==> src/rtl/serial_deserializer_pkg.sv <==
// -----------------------------------------------------------------------------
// serial_deserializer_pkg
//   Shared types and helpers for the serial deserializer block.
//   - state_t     : receive FSM states (PARITY only reachable when the
//                   SERIAL_DESERIALIZER_PARITY_EN macro is defined)
//   - cnt_width() : width of the bit counter for a given word width
// -----------------------------------------------------------------------------
package serial_deserializer_pkg;

  typedef enum logic {
    COLLECT = 1'b0,  // receiving data bits
    PARITY  = 1'b1   // waiting for the trailing even-parity bit
  } state_t;

  // Bit counter width: enough to index DATA_WIDTH bits, never below 1.
  function automatic int cnt_width(input int data_width);
    return (data_width <= 2) ? 1 : $clog2(data_width);
  endfunction

endpackage : serial_deserializer_pkg

==> src/rtl/deser_out_reg.sv <==
// -----------------------------------------------------------------------------
// deser_out_reg
//   Valid/ready output holding register for the deserializer, with a 1-bit
//   sideband that travels with each word and overrun detection.
//
//   Ports:
//     clk, resetn  : clock, asynchronous active-low reset
//     load_i       : a new word has completed this cycle
//     data_i       : the completed word
//     side_i       : sideband bit for the completed word
//     ready_i      : consumer accepts data_o when valid_o && ready_i
//     data_o       : held word (stable while valid_o && !ready_i)
//     valid_o      : data_o holds an unaccepted word
//     side_o       : sideband bit belonging to data_o
//     overrun_o    : one-cycle pulse, a completed word was dropped
// -----------------------------------------------------------------------------
module deser_out_reg #(
  parameter int DATA_WIDTH = 16
) (
  input  logic                  clk,
  input  logic                  resetn,
  input  logic                  load_i,
  input  logic [DATA_WIDTH-1:0] data_i,
  input  logic                  side_i,
  input  logic                  ready_i,
  output logic [DATA_WIDTH-1:0] data_o,
  output logic                  valid_o,
  output logic                  side_o,
  output logic                  overrun_o
);

  logic [DATA_WIDTH-1:0] data_q;
  logic                  valid_q;
  logic                  side_q;
  logic                  overrun_q;

  // The register can take a new word if it is empty or being drained now.
  logic can_load;
  assign can_load = !valid_q || ready_i;

  // NOTE: state is updated with non-blocking assignments so every register
  // samples the pre-edge values; the data register is reset too because
  // dout must read 0 out of reset, not just be "don't care" until valid.
  always_ff @(posedge clk or negedge resetn) begin
    if (!resetn) begin
      data_q    <= '0;
      valid_q   <= 1'b0;
      side_q    <= 1'b0;
      overrun_q <= 1'b0;
    end else begin
      // Completion into a full, stalled register drops the new word and its
      // sideband together; the held word is untouched.
      overrun_q <= load_i && !can_load;

      if (load_i && can_load) begin
        data_q  <= data_i;
        side_q  <= side_i;
        valid_q <= 1'b1;
      end else if (valid_q && ready_i) begin
        valid_q <= 1'b0;
      end
    end
  end

  assign data_o    = data_q;
  assign valid_o   = valid_q;
  assign side_o    = side_q;
  assign overrun_o = overrun_q;

endmodule : deser_out_reg

==> src/rtl/serial_deserializer.sv <==
// -----------------------------------------------------------------------------
// serial_deserializer
//   Serial-in, parallel-out receiver for an LSB-first bitstream. One bit is
//   sampled per cycle with din_en high; every DATA_WIDTH bits a word is
//   presented on a valid/ready holding register. A word completing while the
//   previous one is still unaccepted is dropped and flagged on overrun.
//
//   Optional feature (macro SERIAL_DESERIALIZER_PARITY_EN):
//     each frame carries one trailing even-parity bit; the word completes on
//     that bit and parity_err reports XOR(data, parity). Without the macro
//     parity_err is constant 0.
//
//   Ports:
//     clk        : clock, rising edge
//     resetn     : asynchronous active-low reset
//     din        : serial data bit, word LSB first
//     din_en     : din is valid this cycle
//     sync_clr   : synchronous flush of partial word and bit counter
//     dout       : assembled word
//     dout_valid : dout holds an unaccepted word
//     dout_ready : consumer accepts dout when dout_valid && dout_ready
//     overrun    : one-cycle pulse, a completed word was dropped
//     parity_err : parity result for the word on dout
// -----------------------------------------------------------------------------
module serial_deserializer
  import serial_deserializer_pkg::*;
#(
  parameter int DATA_WIDTH = 16
) (
  input  logic                  clk,
  input  logic                  resetn,
  input  logic                  din,
  input  logic                  din_en,
  input  logic                  sync_clr,
  output logic [DATA_WIDTH-1:0] dout,
  output logic                  dout_valid,
  input  logic                  dout_ready,
  output logic                  overrun,
  output logic                  parity_err
);

  localparam int            CW       = cnt_width(DATA_WIDTH);
  localparam logic [CW-1:0] LAST_IDX = CW'(DATA_WIDTH - 1);

  state_t                state_q;
  logic [DATA_WIDTH-1:0] shifter_q;
  logic [CW-1:0]         bit_cnt_q;

  logic [DATA_WIDTH-1:0] shifted;
  logic                  last_bit;
  logic                  complete;
  logic [DATA_WIDTH-1:0] word;
  logic                  word_par;

  // NOTE: every signal written here gets a default first, so no path leaves
  // a value unassigned and no latch is inferred.
  always_comb begin
    shifted  = {din, shifter_q[DATA_WIDTH-1:1]};
    last_bit = (bit_cnt_q == LAST_IDX);
    complete = 1'b0;
    word     = shifted;
    word_par = 1'b0;
    // sync_clr wins over din_en, so a flushed cycle never completes a word.
`ifdef SERIAL_DESERIALIZER_PARITY_EN
    if (din_en && !sync_clr && state_q == PARITY) begin
      // The data bits are already fully shifted in; din is the parity bit.
      complete = 1'b1;
      word     = shifter_q;
      word_par = (^shifter_q) ^ din;
    end
`else
    if (din_en && !sync_clr && state_q == COLLECT && last_bit) begin
      complete = 1'b1;
    end
`endif
  end

  always_ff @(posedge clk or negedge resetn) begin
    if (!resetn) begin
      state_q   <= COLLECT;
      shifter_q <= '0;
      bit_cnt_q <= '0;
    end else if (sync_clr) begin
      state_q   <= COLLECT;
      shifter_q <= '0;
      bit_cnt_q <= '0;
    end else if (din_en) begin
      case (state_q)
        COLLECT: begin
          shifter_q <= shifted;
          bit_cnt_q <= last_bit ? '0 : bit_cnt_q + 1'b1;
`ifdef SERIAL_DESERIALIZER_PARITY_EN
          if (last_bit) begin
            state_q <= PARITY;
          end
`endif
        end
        // PARITY: the parity bit is consumed without touching the shifter.
        default: state_q <= COLLECT;
      endcase
    end
  end

  deser_out_reg #(
    .DATA_WIDTH (DATA_WIDTH)
  ) u_out_reg (
    .clk       (clk),
    .resetn    (resetn),
    .load_i    (complete),
    .data_i    (word),
    .side_i    (word_par),
    .ready_i   (dout_ready),
    .data_o    (dout),
    .valid_o   (dout_valid),
    .side_o    (parity_err),
    .overrun_o (overrun)
  );

endmodule : serial_deserializer

==> config.mk <==
export PLATFORM = sky130hd
export DESIGN_NAME = serial_deserializer
export DESIGN_NICKNAME = d
export VERILOG_FILES = /design/src/rtl/serial_deserializer_pkg.sv /design/src/rtl/deser_out_reg.sv /design/src/rtl/serial_deserializer.sv
export SDC_FILE = /design/constraint.sdc
export NUM_CORES = 1
export LEC_CHECK = 0
export BUFFER_PORTS_ARGS = -buffer_cell sky130_fd_sc_hd__buf_2
export CAP_MARGIN = 20
export CORE_ASPECT_RATIO = 1.4
export CORE_UTILIZATION = 50
export CTS_CLUSTER_DIAMETER = 40
export CTS_CLUSTER_SIZE = 16
export DETAILED_ROUTE_END_ITERATION = 10
export PLACE_DENSITY = 0.72
export SLEW_MARGIN = 20
export SYNTH_ARGS = -nofsm -noshare
export SYNTH_HDL_FRONTEND = slang
export SYNTH_HIERARCHICAL = 1
export SYNTH_SLANG_ARGS = --single-unit
==> constraint.sdc <==
create_clock -name clk -period 3.01 [get_ports clk]
set_input_delay 0.4515 -clock clk [delete_from_list [all_inputs] [get_ports clk]]
set_output_delay 0.4515 -clock clk [all_outputs]
set_load 0.02 [all_outputs]
## Word-level counts from Yosys, hierarchy flattened

Index checks and enable logic that the tools add are counted.

- Output and inout bits: 19
- Bits of input ports: 6
- Flip-flop bits (word level): 39

- Bitwise operators: 1
- Muxes and demuxes: 12
- Eq/ne operators: 2
- Add/subtract/negate cells: 1
- Reductions and logical operators: 13

Operators by type and width:

| cell | count |
|---|---|
| two-way mux 16 bit | 3 |
| two-way mux 4 bit | 4 |
| logical AND 1 bit | 6 |
| two-way mux 1 bit | 5 |
| adder 4 x 1 -> 4 bit, second input constant | 1 |
| == test 4 bit, second input constant | 1 |
| nonzero test 2 bit | 2 |
| zero test 1 bit | 3 |
| != test 2 bit, second input constant | 1 |
| AND reduction 2 bit | 1 |
| logical OR 1 bit | 1 |
| NOT 1 bit | 1 |

## Logic depth before layout (Yosys ltp)

Gate-level depths: netlist (run 1).

- Depth in word-level cells: 7
- Depth in mapped cells: 6
- Gate-level depth less buffers: 5

## Cells and area by module

The synthesis (run 1) kept the hierarchy.

By module, submodules not included:

| module | area each (sq um) | times used | seq. area each (sq um) | cells an instance |
|---|---|---|---|---|
| serial_deserializer | 819.5 | 1 | 475.5 | 71 |
| deser_out_reg | 760.7 | 1 | 475.5 | 42 |

## Least setup slack after synthesis (run 1)

OpenSTA, ideal clock, no wires.

- Kind: input to register
- Start: input sync_clr
- End: register u_out_reg.data_q[0] (netlist: u_out_reg/data_o[0])
- Setup slack: 1296 ps
- Arrival: 1589 ps
- Stages on the path: 5
- Library setup time: 125 ps
- Cells stage by stage: clkbuf_1 > nor3_1 > nand2_4 > buf_12 > mux2_4

- Word-level cells in the longest chain between the ends: 6

Ends and longest elaborated chain:

| what | line | source |
|---|---|---|
| start: declaration | serial_deserializer.sv:34 | `input logic sync_clr,` |
| zero test 1 bit | serial_deserializer.sv:72 | `if (din_en && !sync_clr && state_q == COLLECT && last_bit) begin` |
| logical AND 1 bit (3 in a row) | serial_deserializer.sv:72 |  |
| two-way mux 1 bit | serial_deserializer.sv:72 |  |
| via complete | serial_deserializer.sv:51 | `logic complete;` |
| logical AND 1 bit | deser_out_reg.sv:55 | `if (load_i && can_load) begin` |
| end signal: assignment | deser_out_reg.sv:56 | `data_q <= data_i;` |
| end: declaration | deser_out_reg.sv:32 | `logic [DATA_WIDTH-1:0] data_q;` |

The timed path passes the listed nets, and every way through them passes these cells.
A chain may end at the register's enable or synchronous reset.

## Worst setup path after layout (run 1)

- Start: register bit_cnt_q[0]
- End: register u_out_reg.data_q[3] (netlist: u_out_reg/data_o[3])

- Word-level cells in the longest chain between the ends: 4

Ends and longest elaborated chain:

| what | line | source |
|---|---|---|
| start: declaration | serial_deserializer.sv:47 | `logic [CW-1:0] bit_cnt_q;` |
| start signal: assignment | serial_deserializer.sv:91 | `bit_cnt_q <= last_bit ? '0 : bit_cnt_q + 1'b1;` |
| == test 4 bit | serial_deserializer.sv:59 | `last_bit = (bit_cnt_q == LAST_IDX);` |
| logical AND 1 bit | serial_deserializer.sv:72 |  |
| two-way mux 1 bit | serial_deserializer.sv:72 |  |
| via complete | serial_deserializer.sv:51 |  |
| logical AND 1 bit | deser_out_reg.sv:55 |  |

The timed path passes the listed nets, and every way through them passes these cells.

==> impl_metrics.env, run 1 <==
export IMPL_ir_worst_vdd_uv=455.5
export IMPL_max_freq_ghz=0.5583
export IMPL_final_net_count=147
export IMPL_cts_repair_resized=0
export IMPL_syn_to_final_growth_pct=15.20
export IMPL_worstSetupPathType="reg -> reg"
export IMPL_max_cap_violations=0
export IMPL_setup_viol=0
export IMPL_start_util_pct=53.84
export IMPL_cp_required_ps=3180
export IMPL_p_leak_uw=0.001027
export IMPL_reg2reg_depth=5
export IMPL_overflow=0
export IMPL_path_max_fanout=17
export IMPL_crit_reg2reg_launch="bit_cnt_q[0]"
export IMPL_min_path_type="in -> async"
export IMPL_dp_hpwl_um=1583
export IMPL_gr_usage_all_layers_pct=16.32
export IMPL_numCtsBuffers=5
export IMPL_cts_sinks=38
export IMPL_synth_area_um2=1580
export IMPL_syn_area_per_cell_um2=13.98
export IMPL_drive_gt1_share_pct=37.14
export IMPL_worstSetupStartpoint="bit_cnt_q[0]"
export IMPL_chipHeight_um=68.52
export IMPL_remaining_drc_errors=0
export IMPL_r2r_end="u_out_reg/data_o[3]"
export IMPL_syn_inst=113
export IMPL_drtIter0Drc=10
export IMPL_ys_types=21
export IMPL_core_um2=2935
export IMPL_diodes=0
export IMPL_cts_root_buf="clkbuf_8"
export IMPL_postCtsHoldBufs=0
export IMPL_syn_nets=120
export IMPL_antenna_found_initial=0
export IMPL_multi_input_area_um2=579.3
export IMPL_maxSlewViolCount=0
export IMPL_ys_seq_area_share_pct=60.17
export IMPL_r2r_slack_ps=1220
export IMPL_slew_headroom_pct=47.17
export IMPL_cts_tree="yes"
export IMPL_path_clk_slew_ps=70
export IMPL_setup_ws_ps=1219
export IMPL_status="finished clean"
export IMPL_cellPowerDensity_nw_per_um2=541.1
export IMPL_ant_nets=0
export IMPL_yosysWarningCount=6
export IMPL_ys_ff_latch=38
export IMPL_skew_ps=6.918
export IMPL_fill_cells=248
export IMPL_tns_ps=0
export IMPL_worst_slew_pin_slew_ps=792.4
export IMPL_totalWireLength_um=2402
export IMPL_clk_latency_ps=290
export IMPL_min_period_ps=1791
export IMPL_post_cts_buffers=0
export IMPL_startpoint_type="register"
export IMPL_dieArea_um2=3393
export IMPL_grt_pass1_wl_um=3974
export IMPL_dr_pass1_iters=2
export IMPL_vias=882
export IMPL_cts_max_path_buffers=2
export IMPL_chipWidth_um=49.52
export IMPL_endpoint="u_out_reg/data_o[3]"
export IMPL_min_period_over_period_pct=59.50
export IMPL_wl_per_cell_um=13.57
export IMPL_cp_arrival_ps=1960
export IMPL_portBuffers=24
export IMPL_grt_pass1_vias=868
export IMPL_hold_viol_final=0
export IMPL_via_per_inst=4.983
export IMPL_num_rows=23
export IMPL_place_congestion=0.7089
export IMPL_io_pins=25
export IMPL_h_tree_depth=2
export IMPL_cp_end_kind="register"
export IMPL_final_seq_area_um2=950.9
export IMPL_rsz0062_at_grt="false"
export IMPL_grt_max_degree=39
export IMPL_p_total_uw=985.1
export IMPL_dpl_worst_slack_ps=1151
[power by group]
part | internal (µW) | switching [µW]
combinational | 12.5 | 24.0
sequential | 514 | 4.30
clock | 265 | 165
total | 792 | 193
[routing by layer]
layer / global-route usage, % / up-vias / share of wire [%] / wire length, µm
li1: - / 433 / - / -
met1: 19.10 / 422 / 46 / 1109
met2: 26.54 / 23 / 47 / 1128
met3: 5.263 / 4 / 4.8 / 116
met4: 9.643 / 0 / 2.0 / 48
met5: 0 / - / 0 / 0
[cell usage after synthesis]
| library cell | count | share of area [%] |
|---|---|---|
| dfrtp_1 | 38 | 60 |
| nor2_1 | 19 | 4.5 |
| mux2i_1 | 17 | 11 |
| mux2_4 | 10 | 9.5 |
| mux2_2 | 7 | 5.0 |
| nand2_1 | 4 | 0.95 |
| a21oi_1 | 2 | 0.63 |
| clkbuf_1 | 2 | 0.48 |
| nand2_4 | 2 | 1.4 |
| a31oi_1 | 1 | 0.40 |
| buf_12 | 1 | 1.3 |
| buf_4 | 1 | 0.48 |
| buf_6 | 1 | 0.71 |
| conb_1 | 1 | 0.24 |
| ha_1 | 1 | 0.79 |
| inv_1 | 1 | 0.24 |
| nand2b_4 | 1 | 0.87 |
| nor3_1 | 1 | 0.32 |
| o21ai_0 | 1 | 0.32 |
| or3_1 | 1 | 0.40 |
| xor2_1 | 1 | 0.55 |
[layout make-up]
cell class / count / area share (%)
Clock inverter: 1 / 1.649
Sequential cell: 38 / 52.23
Clock buffer: 6 / 4.536
Timing Repair Buffer: 25 / 7.010
Multi-Input combinational cell: 69 / 31.82
Inverter: 1 / 0.2062
Tap cell: 37 / 2.543
[kinds of logic (layout without fill, tap and decap cells)]
kind of cell	count (synthesis)	in the layout	share of synthesized area, %
AOI/OAI and AO/OA	4	4	1.346
xor gates and xnor gates	1	1	0.5543
adders and majority gates	1	1	0.7916
buffers and inverters	6	33	3.167
DFF	38	38	60.17
muxes	34	34	25.26
other	1	1	0.2373
and+or+nand+nor	28	28	8.471
[state kept, by name, indices dropped and copies added (netlist names)]
register and flops:
u_out_reg/overrun_o 1, u_out_reg/side_o 1, bit_cnt_q 4, shifter_q 15, u_out_reg/data_o 16, u_out_reg/valid_o 1
[placed cells by master (no fill, tap or decap)]
| cell | instances |
|---|---|
| mux2i_1 | 17 |
| a21oi_1 | 2 |
| mux2_2 | 7 |
| nand2b_4 | 1 |
| a31oi_1 | 1 |
| clkbuf_8 | 6 |
| nor3_1 | 1 |
| nor2_1 | 19 |
| xor2_1 | 1 |
| buf_2 | 24 |
| nand2_4 | 2 |
| conb_1 | 1 |
| inv_1 | 1 |
| ha_1 | 1 |
| bufinv_16 | 1 |
| dfrtp_1 | 38 |
| or3_1 | 1 |
| mux2_4 | 10 |
| nand2_1 | 4 |
| o21ai_0 | 1 |
| buf_4 | 1 |
[worst min-delay path by stage]
stage / slack, ps / cells after the start / start / end
3_5_place_dp: 490 / 1 / u_out_reg/data_o[8] / u_out_reg/data_o[8]
5_1_grt: 320 / 1 / resetn / u_out_reg/data_o[1]
2_1_floorplan: 160 / 0 / resetn / bit_cnt_q[0]
4_1_cts: 280 / 1 / resetn / shifter_q[7]
6_report: 250 / 1 / resetn / u_out_reg/data_o[4]
3_3_place_gp: 490 / 1 / u_out_reg/data_o[15] / u_out_reg/data_o[15]
[through the flow]
step	hold WS, ps	cell area (µm²)	cells	util (%)
after floorplan	155.9	1580	113	-
after global placement	486.1	1708	170	58.18
after detailed placement	490.6	1708	170	58.18
after CTS	275.4	1821	177	62.02
after global routing	317.8	1821	177	62.02
final	246.1	1821	177	62.02
[worst max-delay path: stages, from the launching register on]
cell and delay (ps):
dfrtp_1 410, ha_1 240, nand2_1 70, nor3_1 320
nand2_4 270, mux2_4 360
Note: power is estimated with default switching activity, not from simulation.
==> run 2: changes to the inputs <==
--- a/config.mk
+++ b/config.mk
@@ -5,6 +5,7 @@
 export SDC_FILE = /design/constraint.sdc
 export NUM_CORES = 1
 export LEC_CHECK = 0
+export ABC_AREA = 1
 export BUFFER_PORTS_ARGS = -buffer_cell sky130_fd_sc_hd__buf_2
 export CAP_MARGIN = 20
 export CORE_ASPECT_RATIO = 1.4
@@ -12,7 +13,7 @@
 export CTS_CLUSTER_DIAMETER = 40
 export CTS_CLUSTER_SIZE = 16
 export DETAILED_ROUTE_END_ITERATION = 10
-export PLACE_DENSITY = 0.72
+export PLACE_DENSITY = 0.74
 export SLEW_MARGIN = 20
 export SYNTH_ARGS = -nofsm -noshare
 export SYNTH_HDL_FRONTEND = slang
==> constraint.sdc (replaced) <==
create_clock -name clk -period 1.61 [get_ports clk]
set_input_delay 0.2415 -clock clk [delete_from_list [all_inputs] [get_ports clk]]
set_output_delay 0.2415 -clock clk [all_outputs]
set_load 0.02 [all_outputs]
==> run 2 against run 1 <==
Effect of this change:
- clock skew shrank 4.6 ps
- sequential share of layout area down 0.25 points
- fmax rose by 22%
- die area up 2.8%
- combinational power grew 120%
- flip-flop and latch count unchanged
- utilization down 2.9 points
- worst hold slack worse by 40 ps
- synthesized area rose by 2.9%
- global-route usage grew 2.4 points
- critical endpoint is now u_out_reg/data_o[4]
==> impl_metrics.env, run 2 <==
export IMPL_fill_cells=265
export IMPL_p_leak_uw=0.0009698
export IMPL_synthTopCellsByCount="nand2_1 (45), dfrtp_1 (38), nand3_1 (20)"
export IMPL_synth_edff_count=0
export IMPL_syn_nets=167
export IMPL_max_cap_violations=0
export IMPL_grt_pass1_vias=1139
export IMPL_drtIter0Drc=21
export IMPL_place_congestion=0.7474
export IMPL_min_period_ps=1463
export IMPL_synth_area_leader_cell="dfrtp_1"
export IMPL_top_layer="met4"
export IMPL_r2r_end="u_out_reg/data_o[4]"
export IMPL_cts_max_path_buffers=2
export IMPL_skew_ps=2.281
export IMPL_syn_inst=160
export IMPL_ys_ff_latch=38
export IMPL_min_path_type="in -> reg"
export IMPL_final_net_count=196
export IMPL_path_clk_slew_ps=60
export IMPL_path_max_fanout=18
export IMPL_dieArea_um2=3488
export IMPL_cts_tree="yes"
export IMPL_synthTopCellsByArea="dfrtp_1 (58%), nand2_1 (10%), o22ai_2 (7.7%)"
export IMPL_post_cts_buffers=0
export IMPL_wl_met3_um=101
export IMPL_vias=1142
export IMPL_gr_usage_all_layers_pct=18.69
export IMPL_wl_met2_um=1467
export IMPL_chipWidth_um=50.21
export IMPL_dp_hpwl_um=2065
export IMPL_crit_reg2reg_launch="bit_cnt_q[1]"
export IMPL_num_rows=24
export IMPL_overflow=0
export IMPL_syn_to_final_growth_pct=12.46
export IMPL_clk_latency_ps=280
export IMPL_cellPowerDensity_nw_per_um2=893.2
export IMPL_multi_input_area_um2=514.2
export IMPL_synth_flop_cell="dfrtp_1"
export IMPL_cp_required_ps=1830
export IMPL_h_tree_depth=2
export IMPL_mostFrequentLayoutCells="nand2_1 (45), dfrtp_1 (38), buf_2 (24)"
export IMPL_ant_nets=0
export IMPL_dpl_worst_slack_ps=100.5
export IMPL_cts_root_buf="clkbuf_8"
export IMPL_endpoint="u_out_reg/data_o[4]"
export IMPL_ys_types=20
export IMPL_numCtsBuffers=5
export IMPL_r2r_slack_ps=150
export IMPL_cp_end_kind="register"
export IMPL_rsz0062_at_grt="false"
export IMPL_ys_async_sr_fraction_pct=100.0
export IMPL_layout_commonest_cell="nand2_1"
export IMPL_synth_area_um2=1627
export IMPL_cp_arrival_ps=1680
export IMPL_p_total_uw=1634
export IMPL_reg2reg_depth=6
export IMPL_worst_slew_pin_slew_ps=503.1
export IMPL_grt_pass1_wl_um=4919
export IMPL_wl_met1_um=1158
export IMPL_io_pins=25
export IMPL_startpoint_type="register"
export IMPL_totalWireLength_um=2781
export IMPL_final_seq_area_um2=950.9
export IMPL_setup_ws_ps=147.3
export IMPL_tns_ps=0
export IMPL_start_util_pct=52.59
export IMPL_diodes=0
export IMPL_ys_seq_area_share_pct=58.46
export IMPL_ir_worst_vdd_uv=581.2
export IMPL_dr_pass1_iters=4
export IMPL_yosysMostFrequentCell="nand2_1"
export IMPL_remaining_drc_errors=0
export IMPL_cts_sinks=38
export IMPL_hold_viol_final=0
export IMPL_synth_top_area_share_pct=58.46
export IMPL_yosysWarningCount=6
export IMPL_antenna_found_initial=0
export IMPL_wl_per_cell_um=12.20
export IMPL_core_um2=3093
export IMPL_maxSlewViolCount=0
export IMPL_worstSetupPathType="reg -> reg"
export IMPL_setup_viol=0
export IMPL_via_per_inst=5.009
export IMPL_chipHeight_um=69.49
export IMPL_slew_headroom_pct=66.46
export IMPL_min_period_over_period_pct=90.85
export IMPL_largest_reg_flops=16
export IMPL_status="finished clean"
export IMPL_grt_max_degree=24
export IMPL_syn_area_per_cell_um2=10.17
export IMPL_portBuffers=24
export IMPL_max_freq_ghz=0.6837
export IMPL_worstSetupStartpoint="bit_cnt_q[1]"
export IMPL_drive_gt1_share_pct=26.98
run 2: changes by cell type after synthesis, moves of 7 or more:
cell,change
nand2_1,+41
nand3_1,+20
inv_1,+18
mux2i_1,-17
nor2_1,-16
mux2_4,-10
o22ai_2,+10
mux2_2,-7
run 2: logic make-up after synthesis:
group	synth area share (%)
buffers and inverters	10.08
other	0.2305
adders and majority gates	0.7691
and+or+nand+nor	19.85
AOI/OAI and AO/OA	10.62
DFF	58.46
run 2: worst min-delay path by stage:
stage,startpoint,endpoint,cells past startpoint
6_report,din,shifter_q[15],3
5_1_grt,din,shifter_q[15],3
4_1_cts,din,shifter_q[15],3
3_5_place_dp,resetn,u_out_reg/side_o,1
3_3_place_gp,resetn,u_out_reg/side_o,1
2_1_floorplan,resetn,bit_cnt_q[0],0
run 2: timing repair:
| action | CTS | global route |
|---|---|---|
| setup endpoints to repair | 0 | 17 |
| hold buffers | 1 | 0 |
| gates resized for setup | 0 | 1 |
| endpoints found under the hold margin | 21 | 0 |
run 2: stage by stage:
step | hold WS (ps) | instances | utilization, % | cell area, µm²
2_1_floorplan | -54.09 | 160 | - | 1627
3_3_place_gp | 224.1 | 220 | 56.27 | 1740
3_5_place_dp | 241.6 | 220 | 56.27 | 1740
4_1_cts | 202.2 | 228 | 59.06 | 1827
5_1_grt | 196.6 | 228 | 59.14 | 1829
6_report | 206.3 | 228 | 59.14 | 1829
run 2: layout make-up:
| class | instances | share of cell area (%) |
|---|---|---|
| Multi-Input combinational cell | 94 | 28.11 |
| Inverter | 21 | 4.309 |
| Sequential cell | 38 | 51.98 |
| Tap cell | 39 | 2.668 |
| Clock buffer | 7 | 4.172 |
| Timing Repair Buffer | 29 | 8.755 |
run 2: worst max-delay path: stages (launching register included):
cell,delay [ps]
dfrtp_1,410
ha_1,220
nand3_1,120
nor2_2,180
buf_4,250
nand3_1,120
nand2_1,100
run 2: routing by layer:
layer / up-vias / global-route usage (%)
met5: - / 0
met3: 5 / 5.263
li1: 564 / -
met2: 24 / 32.44
met1: 549 / 20.83
met4: 0 / 7.619
run 2: where the power goes:
part / switching (µW) / internal, µW / leakage, µW / total (µW)
Clock: 285 / 297 / 0.0000383 / 583
Sequential: 8.08 / 964 / 0.000528 / 972
Combinational: 54.7 / 24.5 / 0.000404 / 79.2
Total: 348 / 1290 / 0.000970 / 1630
